`src/rtl/mem_arb_pkg.sv`:
```
// Shared types and constants for the two-port memory arbiter.
// Covers the arbitration state encoding, port indices and reset ownership.
package mem_arb_pkg;

    typedef enum logic [1:0] {
        IDLE = 2'd0,
        OWN0 = 2'd1,
        OWN1 = 2'd2
    } arb_state_t;

    localparam logic PORT_CPU  = 1'b0;
    localparam logic PORT_LOAD = 1'b1;

    // Pretending the loader owned last makes the CPU win the first tie.
    localparam logic LAST_RST = PORT_LOAD;

    function automatic arb_state_t own_state(input logic port);
        return port ? OWN1 : OWN0;
    endfunction

endpackage

```
`src/rtl/mem_arb_pick.sv`:
```
// Combinational grant and next-state selection for the two-port arbiter.
// Round-robin on ties, with tenure limited to BURST_MAX beats under contention.
module mem_arb_pick
    import mem_arb_pkg::*;
#(
    parameter int BURST_MAX = 4,
    parameter int BEATS_W   = $clog2(BURST_MAX + 1)
) (
    input  logic [1:0]         req,
    input  arb_state_t         state,
    input  logic [BEATS_W-1:0] beats,
    input  logic               last,
    output logic [1:0]         gnt,
    output arb_state_t         state_nxt,
    output logic [BEATS_W-1:0] beats_nxt,
    output logic               last_nxt
);

    localparam logic [BEATS_W-1:0] BMAX = BEATS_W'(BURST_MAX);
    localparam logic [BEATS_W-1:0] ONE  = BEATS_W'(1);

    logic owner;
    logic pick;
    logic pick_valid;
    logic keep;

    always_comb begin
        gnt        = '0;
        state_nxt  = IDLE;
        beats_nxt  = '0;
        last_nxt   = last;
        owner      = (state == OWN1);
        pick       = 1'b0;
        pick_valid = 1'b0;
        keep       = 1'b0;

        case (state)
            IDLE: begin
                if (req[0] && req[1]) begin
                    pick       = !last;
                    pick_valid = 1'b1;
                end else if (req[0]) begin
                    pick       = PORT_CPU;
                    pick_valid = 1'b1;
                end else if (req[1]) begin
                    pick       = PORT_LOAD;
                    pick_valid = 1'b1;
                end
            end
            default: begin
                if (req[owner] && (!req[!owner] || beats < BMAX)) begin
                    pick       = owner;
                    pick_valid = 1'b1;
                    keep       = 1'b1;
                    beats_nxt  = (beats == BMAX) ? BMAX : beats + ONE;
                end else if (req[!owner]) begin
                    pick       = !owner;
                    pick_valid = 1'b1;
                end
            end
        endcase

        if (pick_valid) begin
            gnt[pick] = 1'b1;
            state_nxt = own_state(pick);
            last_nxt  = pick;
            if (!keep) begin
                beats_nxt = ONE;
            end
        end
    end

endmodule

```
`src/rtl/mem_arbiter.sv`:
```
// Two-requester arbiter for the shared single-port word memory.
// Registers one memory command per cycle and returns read data to the issuing port.
module mem_arbiter
    import mem_arb_pkg::*;
#(
    parameter int ADDR_W    = 16,
    parameter int DATA_W    = 16,
    parameter int BURST_MAX = 4
) (
    input  logic              clk,
    input  logic              rst,
    input  logic              req_0,
    input  logic              we_0,
    input  logic [ADDR_W-1:0] addr_0,
    input  logic [DATA_W-1:0] wdata_0,
    input  logic              req_1,
    input  logic              we_1,
    input  logic [ADDR_W-1:0] addr_1,
    input  logic [DATA_W-1:0] wdata_1,
    output logic              gnt_0,
    output logic              gnt_1,
    output logic              rvalid_0,
    output logic [DATA_W-1:0] rdata_0,
    output logic              rvalid_1,
    output logic [DATA_W-1:0] rdata_1,
    output logic [ADDR_W-1:0] mem_addr,
    output logic [DATA_W-1:0] mem_wdata,
    output logic              mem_we,
    output logic              mem_rd,
    input  logic [DATA_W-1:0] mem_rdata
);

    localparam int BEATS_W = $clog2(BURST_MAX + 1);

    arb_state_t         state, state_nxt;
    logic [BEATS_W-1:0] beats, beats_nxt;
    logic               last, last_nxt;
    logic [1:0]         gnt;
    logic               accept;
    logic               sel;
    logic               we_sel;
    logic [ADDR_W-1:0]  addr_sel;
    logic [DATA_W-1:0]  wdata_sel;
    logic [1:0]         pipe_v;
    logic [1:0]         pipe_tag;

    mem_arb_pick #(
        .BURST_MAX (BURST_MAX),
        .BEATS_W   (BEATS_W)
    ) u_pick (
        .req       ({req_1, req_0}),
        .state     (state),
        .beats     (beats),
        .last      (last),
        .gnt       (gnt),
        .state_nxt (state_nxt),
        .beats_nxt (beats_nxt),
        .last_nxt  (last_nxt)
    );

    assign gnt_0     = gnt[0];
    assign gnt_1     = gnt[1];
    assign accept    = |(gnt & {req_1, req_0});
    assign sel       = gnt[1];
    assign we_sel    = sel ? we_1 : we_0;
    assign addr_sel  = sel ? addr_1 : addr_0;
    assign wdata_sel = sel ? wdata_1 : wdata_0;

    always_ff @(posedge clk) begin
        if (rst) begin
            state <= IDLE;
            beats <= '0;
            last  <= LAST_RST;
        end else begin
            state <= state_nxt;
            beats <= beats_nxt;
            last  <= last_nxt;
        end
    end

    always_ff @(posedge clk) begin
        if (rst) begin
            mem_addr  <= '0;
            mem_wdata <= '0;
            mem_we    <= 1'b0;
            mem_rd    <= 1'b0;
        end else if (accept) begin
            mem_addr  <= addr_sel;
            mem_wdata <= wdata_sel;
            mem_we    <= we_sel;
            mem_rd    <= !we_sel;
        end else begin
            mem_we    <= 1'b0;
            mem_rd    <= 1'b0;
        end
    end

    // Stage 0 lines up with mem_rd, stage 1 with mem_rdata.
    always_ff @(posedge clk) begin
        if (rst) begin
            pipe_v   <= '0;
            pipe_tag <= '0;
            rvalid_0 <= 1'b0;
            rvalid_1 <= 1'b0;
            rdata_0  <= '0;
            rdata_1  <= '0;
        end else begin
            pipe_v[0]   <= accept && !we_sel;
            pipe_tag[0] <= sel;
            pipe_v[1]   <= pipe_v[0];
            pipe_tag[1] <= pipe_tag[0];
            rvalid_0    <= pipe_v[1] && (pipe_tag[1] == PORT_CPU);
            rvalid_1    <= pipe_v[1] && (pipe_tag[1] == PORT_LOAD);
            if (pipe_v[1] && (pipe_tag[1] == PORT_CPU)) begin
                rdata_0 <= mem_rdata;
            end
            if (pipe_v[1] && (pipe_tag[1] == PORT_LOAD)) begin
                rdata_1 <= mem_rdata;
            end
        end
    end

endmodule

```
`config.mk`:
```
export PLATFORM = sky130hd
export DESIGN_NAME = mem_arbiter
export DESIGN_NICKNAME = d
export VERILOG_FILES = /design/src/rtl/mem_arb_pkg.sv /design/src/rtl/mem_arb_pick.sv /design/src/rtl/mem_arbiter.sv
export SDC_FILE = /design/constraint.sdc
export NUM_CORES = 1
export LEC_CHECK = 0
export CORE_MARGIN = 2
export CORE_UTILIZATION = 30
export CTS_CLUSTER_DIAMETER = 40
export DETAILED_ROUTE_END_ITERATION = 7
export PLACE_DENSITY = 0.77
export SLEW_MARGIN = 20
export SYNTH_ARGS = -nofsm -noshare
export SYNTH_HDL_FRONTEND = slang
export SYNTH_SLANG_ARGS = --single-unit
```
`constraint.sdc`:
```
create_clock -name clk -period 1.4 [get_ports clk]
set_input_delay 0.14 -clock clk [delete_from_list [all_inputs] [get_ports clk]]
set_output_delay 0.14 -clock clk [all_outputs]
set_load 0.02 [all_outputs]
```
### Yosys cells after proc, flatten, opt, wreduce, memory -nomap -nowiden

Index checks and enable logic that the tools add are counted.
W data, S select, Z words.

| cells by class | value |
|---|---|
| add/subtract/negate cells | 1 |
| order comparisons | 5 |
| equality and inequality tests | 2 |
| mux-type cells | 29 |
| bitwise gates (word level) | 4 |
| reduce and logical (&&, ||, !) cells | 15 |

Operators by type and width:

| cell | count |
|---|---|
| $mux W16 | 2 |
| $mux W1 | 19 |
| $mux W3 | 5 |
| $logic_and A1 B1 Y1 | 6 |
| $lt A1 B2 Y1 const B | 3 |
| $reduce_or A2 Y1 | 3 |
| $logic_not A1 Y1 | 4 |
| $mux W2 | 2 |
| $add A3 B1 Y3 const B | 1 |
| $eq A3 B3 Y1 const B | 1 |
| $lt A3 B3 Y1 const B | 1 |
| $not A1 Y1 | 3 |
| $and A2 B2 Y2 | 1 |
| $eq A2 B2 Y1 const B | 1 |
| $logic_not A2 Y1 | 1 |
| $demux W1 S1 | 1 |
| $ge A1 B1 Y1 const B | 1 |
| $logic_or A1 B1 Y1 | 1 |

| storage, ports and cells | value |
|---|---|
| register bits after elaboration | 78 |
| input bits | 86 |
| output and inout port bits | 70 |
| word-level logic and storage cells | 69 |

### Longest topological paths before layout

Gate-level depths: netlist (run 1).

| logic depth | value |
|---|---|
| depth after elaboration | 18 |
| mapped depth | 6 |
| mapped depth without buffers | 5 |

### Hierarchy

From an unflattened synthesis (run 1), not the netlist that was laid out.

| unflattened totals | value |
|---|---|
| cells, all modules | 344 |
| area, all modules | 3301.9 um2 |

By module, submodules not included:

| module | instances | cells an instance | area an instance (um2) | sequential area each (um2) |
|---|---|---|---|---|
| mem_arbiter | 1 | 318 | 3105.5 | 1561.5 |
| mem_arb_pick | 1 | 26 | 196.4 | 0.0 |

### Worst setup path after synthesis (run 1)

Ideal clock, no wire load.

| path | value |
|---|---|
| path kind | reg-to-output |
| from | register beats[2] |
| to | output gnt_0 |
| arrival | 1.371 ns |
| required time | 1.260 ns |
| slack | -0.111 ns |
| cell stages (with the launch flop) | 6 |
| buffers on the path | 1 |
| path through | dfxtp_1 mux2i_2 o211ai_4 inv_2 buf_6 nor2_1 |

| between the ends | value |
|---|---|
| cells in the longest elaborated chain, start to end | 10 |
| elaborated cells between the ends (all ways) | 13 |
| classes of those cells | 3 x order compare; 7 x mux; 3 x reduce/logical |

RTL lines:

| element | line | RTL |
|---|---|---|
| start, declared | mem_arbiter.sv:36 | `logic [BEATS_W-1:0] beats, beats_nxt;` |
| start signal, assigned | mem_arbiter.sv:76 | `beats <= beats_nxt;` |
| $lt A3 B3 Y1 (*) | mem_arb_pick.sv:51 | `if (req[owner] && (!req[!owner] \|\| beats < BMAX)) begin` |
| $logic_or A1 B1 Y1 (*) | mem_arb_pick.sv:51 |  |
| $logic_and A1 B1 Y1 (*) | mem_arb_pick.sv:51 |  |
| $mux W1 | mem_arb_pick.sv:51 |  |
| $mux W1 | mem_arb_pick.sv:37 | `case (state)` |
| $lt A1 B2 Y1 (not written as such) / $ge A1 B1 Y1 (equally long branches) | mem_arb_pick.sv:64 | `gnt[pick] = 1'b1;` |
| $logic_and A1 B1 Y1 (not written as such) | mem_arb_pick.sv:64 |  |
| $mux W1 (not written as such) | mem_arb_pick.sv:64 |  |
| $demux W1 S1 | - |  |
| $mux W2 (*) | mem_arb_pick.sv:63 | `if (pick_valid) begin` |
| end, declared | mem_arbiter.sv:20 | `output logic gnt_0,` |

Every way passes the cells marked *; elsewhere a longest branch is shown, timed or not.

### Final worst setup path (run 1)

| path | value |
|---|---|
| from | register state[1] |
| to | output gnt_1 |

| between the ends | value |
|---|---|
| cells in the longest elaborated chain, start to end | 13 |
| elaborated cells between the ends (all ways) | 22 |
| classes of those cells | 2 x order compare; 1 x eq/ne; 13 x mux; 6 x reduce/logical |

RTL lines:

| element | line | RTL |
|---|---|---|
| start, declared | mem_arbiter.sv:35 | `arb_state_t state, state_nxt;` |
| start signal, assigned | mem_arbiter.sv:75 | `state <= state_nxt;` |
| $eq A2 B2 Y1 | mem_arb_pick.sv:32 | `owner = (state == OWN1);` |
| $mux W1 (not written as such) (2 in a row) | mem_arb_pick.sv:51, mem_arb_pick.sv:56 |  |
| $logic_not A1 Y1 | mem_arb_pick.sv:51 |  |
| $logic_or A1 B1 Y1 | mem_arb_pick.sv:51 |  |
| $logic_and A1 B1 Y1 | mem_arb_pick.sv:51 |  |
| $mux W1 | mem_arb_pick.sv:51 |  |
| $mux W1 | mem_arb_pick.sv:37 |  |
| $lt A1 B2 Y1 (not written as such) / $ge A1 B1 Y1 (equally long branches) | mem_arb_pick.sv:64 |  |
| $logic_and A1 B1 Y1 (not written as such) | mem_arb_pick.sv:64 |  |
| $mux W1 (not written as such) | mem_arb_pick.sv:64 |  |
| $demux W1 S1 | - |  |
| $mux W2 (*) | mem_arb_pick.sv:63 |  |
| end, declared | mem_arbiter.sv:21 | `output logic gnt_1,` |

Every way passes the cells marked *; elsewhere a longest branch is shown, timed or not. The select of a mux whose other input is x is not followed.

==> metrics, run 1 <==
outcome complete, but fails checks; failing checks negative setup slack; via count roughly 3200; Mean Syn Cell Area around 8.1 um^2; final setup fails 35; Slew @ Worst Pin ~0.34 ns; Clock Skew 0.01550 ns; initial antenna violation count 0; commonest cells in the netlist nand2_1, dfxtp_1, a21oi_1; H-tree levels 3; Clock Tree Root clkbuf_8; Seq/Total Area, Yosys 0.5189; gr usage total 0.1700; number of diodes 0; port bufs ~160; die area 0.01085 mm^2; total global routing overflow 0; syn_nets 460; Max-Cap Viols 0; Hold Buf Count CTS 0; CP Class reg2out; final net count between 600 and 700; post-synthesis cell count between 300 and 400; layout cells sized above 1 0.1101; power per cell area ~1000 mW/mm^2; core footprint between 0.009 and 0.01 mm^2; worst min-delay path class in2reg; Rows 36; Synth Cell Area 0.003009 mm^2; startpoint types flip-flop; cell taking the most area after synthesis dfxtp_1; Final ANT Viol Nets 0; filler cell count in the final layout between 900 and 1000; Ys Warns 0; CP endpoint kind primary output; area taken by multi-input logic gates approximately 0.0013 mm^2; Pwr Total slightly above 5000 uW; vias in the first global route ~3200; Skew-Pair Late Insertion Delay around 0.36 ns; worst vdd ir 0.5473 mV; Unique masters post-synth 27; Ports around 160; Clock transition at path regs 0.09 ns; Detail Placement HPWL roughly 6500 um; GPL Wtd Cong roughly 0.73; drt total wl 9097 um; Starting Density 0.3079; Vias/cell roughly 4.7; final core utilization 0.5148; crit path time final between 1.5 and 2 ns; Synth-to-Final Area Change 67.24%; Max Freq 659.0 MHz; Post-synth EDFFs 0; Die X roughly 100 um; Initial DRC Count 66; period utilisation layout 1.084; CTS tree yes; Most used DFF post-synth dfxtp_1; Reg area 0.001565 mm^2; Yosys top cell area share 0.5189; RSZ-0062 raised after global routing true; chip height between 100 and 150 um; fin worst setup slack -0.1175 ns; Final Hold Fails 0; crit-path max FO 3; synth top area cells dfxtp_1, nand2_1, a21oi_1; WL per Instance ~14 um; WP data arrival 1.38 ns; Finished Layout Cells approximately 670; Placed Instances ~650; Pleak 0.002195 uW; asr flop ratio synth 0; global-route wire length before repair approximately 15000 um; relative slew slack 0.7725; clock buffer depth 2; total CTS buffers 9; Yosys reg bits between 70 and 80; Worst EP required 1.26 ns; Residual DRC 0; Sinks on Clock Net 78; most instantiated library cell after synthesis nand2_1; 1st-pass router iterations 4; Pins Over Slew Limit 0; pin count of the biggest net entering global routing 39
[layer usage]
metal / up-vias / routed length (um) / global-route usage
li1: 1562 / - / -
met1: 1442 / 3673 / 0.1846
met2: 140 / 4496 / 0.2961
met3: 17 / 754 / 0.05702
met4: 0 / 173 / 0.08301
met5: - / 0 / 0
[worst max-delay path, stage by stage, from the launching register on]
cell	delay [ns]
dfxtp_2	0.35
mux2i_2	0.26
o211ai_4	0.11
inv_2	0.09
buf_6	0.11
buf_6	0.11
[flip-flops by register name, indices dropped and copies added, names as in the netlist, 2 cells and up]
register   cells
mem_addr      16
mem_wdata     16
rdata_0       16
rdata_1       16
beats          3
pipe_tag       2
pipe_v         2
state          2
[per-stage QoR]
stage | TNS (ns) | setup WS (ns) | area, um^2 | hold WS (ns)
6_report | -2.047 | -0.1175 | 5032 | 0.1649
2_1_floorplan | -0.001187 | -0.001187 | 3019 | 0.2760
3_3_place_gp | -17.01 | -0.5397 | 4783 | 0.4255
3_5_place_dp | -20.43 | -0.6893 | 4783 | 0.4265
4_1_cts | -3.221 | -0.1329 | 4992 | 0.1350
5_1_grt | -4.937 | -0.1876 | 5032 | 0.1798
[repair_timing]
item                                   in CTS  in global routing
gates resized for setup                    91                  8
pin swaps                                   2                  5
setup endpoints to repair                 105                 38
buffers inserted                            4                  0
endpoints found under the hold margin       0                  0
gates cloned                                1                  0
[cells by family (layout without fill, tap and decap cells)]
group	after synthesis	count (layout)	synth area share
AOI/OAI and AO/OA	101	101	0.2008
adders and majority gates	2	2	0.008315
muxes	3	3	0.01164
and+or+nand+nor	155	155	0.2071
DFF	78	78	0.5189
buffers and inverters	33	197	0.05322
[cell type report]
cell class	instances	share of cell area
clock buffer	9	0.02461
inverter	3	0.002238
sequential	78	0.3110
timing repair buffer	178	0.3513
multi-input combinational	261	0.2653
clock inverter	7	0.01243
tap	133	0.03307
[placed cells by master (no fill, tap or decap), types with 8 or more instances in the layout]
master,n
buf_4,12
a211oi_1,29
dlygate4sd2_1,69
dfxtp_1,75
nor2_1,37
nand2_1,98
buf_12,8
a21oi_1,66
clkbuf_8,9
clkdlybuf4s50_1,83
[power by group]
part / leakage (uW) / switching, uW / internal, uW
combinational: 0.00147 / 518 / 553
sequential: 0.000641 / 60.2 / 2340
clock: 0.0000863 / 937 / 681
[path summary, 6_finish.rpt]
path,cells past startpoint,startpoint,slack (ns),to
setup / recovery,5,state[1],-0.12,gnt_1
hold / removal,2,rst,0.16,pipe_tag[0]
setup reg to reg,7,state[1],-0.08,mem_wdata[9]
hold reg to reg,1,pipe_tag[0],0.44,pipe_tag[1]
Note: power is estimated with default switching activity, not from simulation.
==> run 2, diff against run 1 <==
- CTS_CLUSTER_DIAMETER: 40 -> default
==> results of run 2 <==
The final DEF is identical to that of run 1; final timing and power are the same.
==> run 3, diff against run 2 <==
- CAP_MARGIN: default -> 20
==> results of run 3 <==
The final DEF is identical to that of run 1; final timing and power are the same.
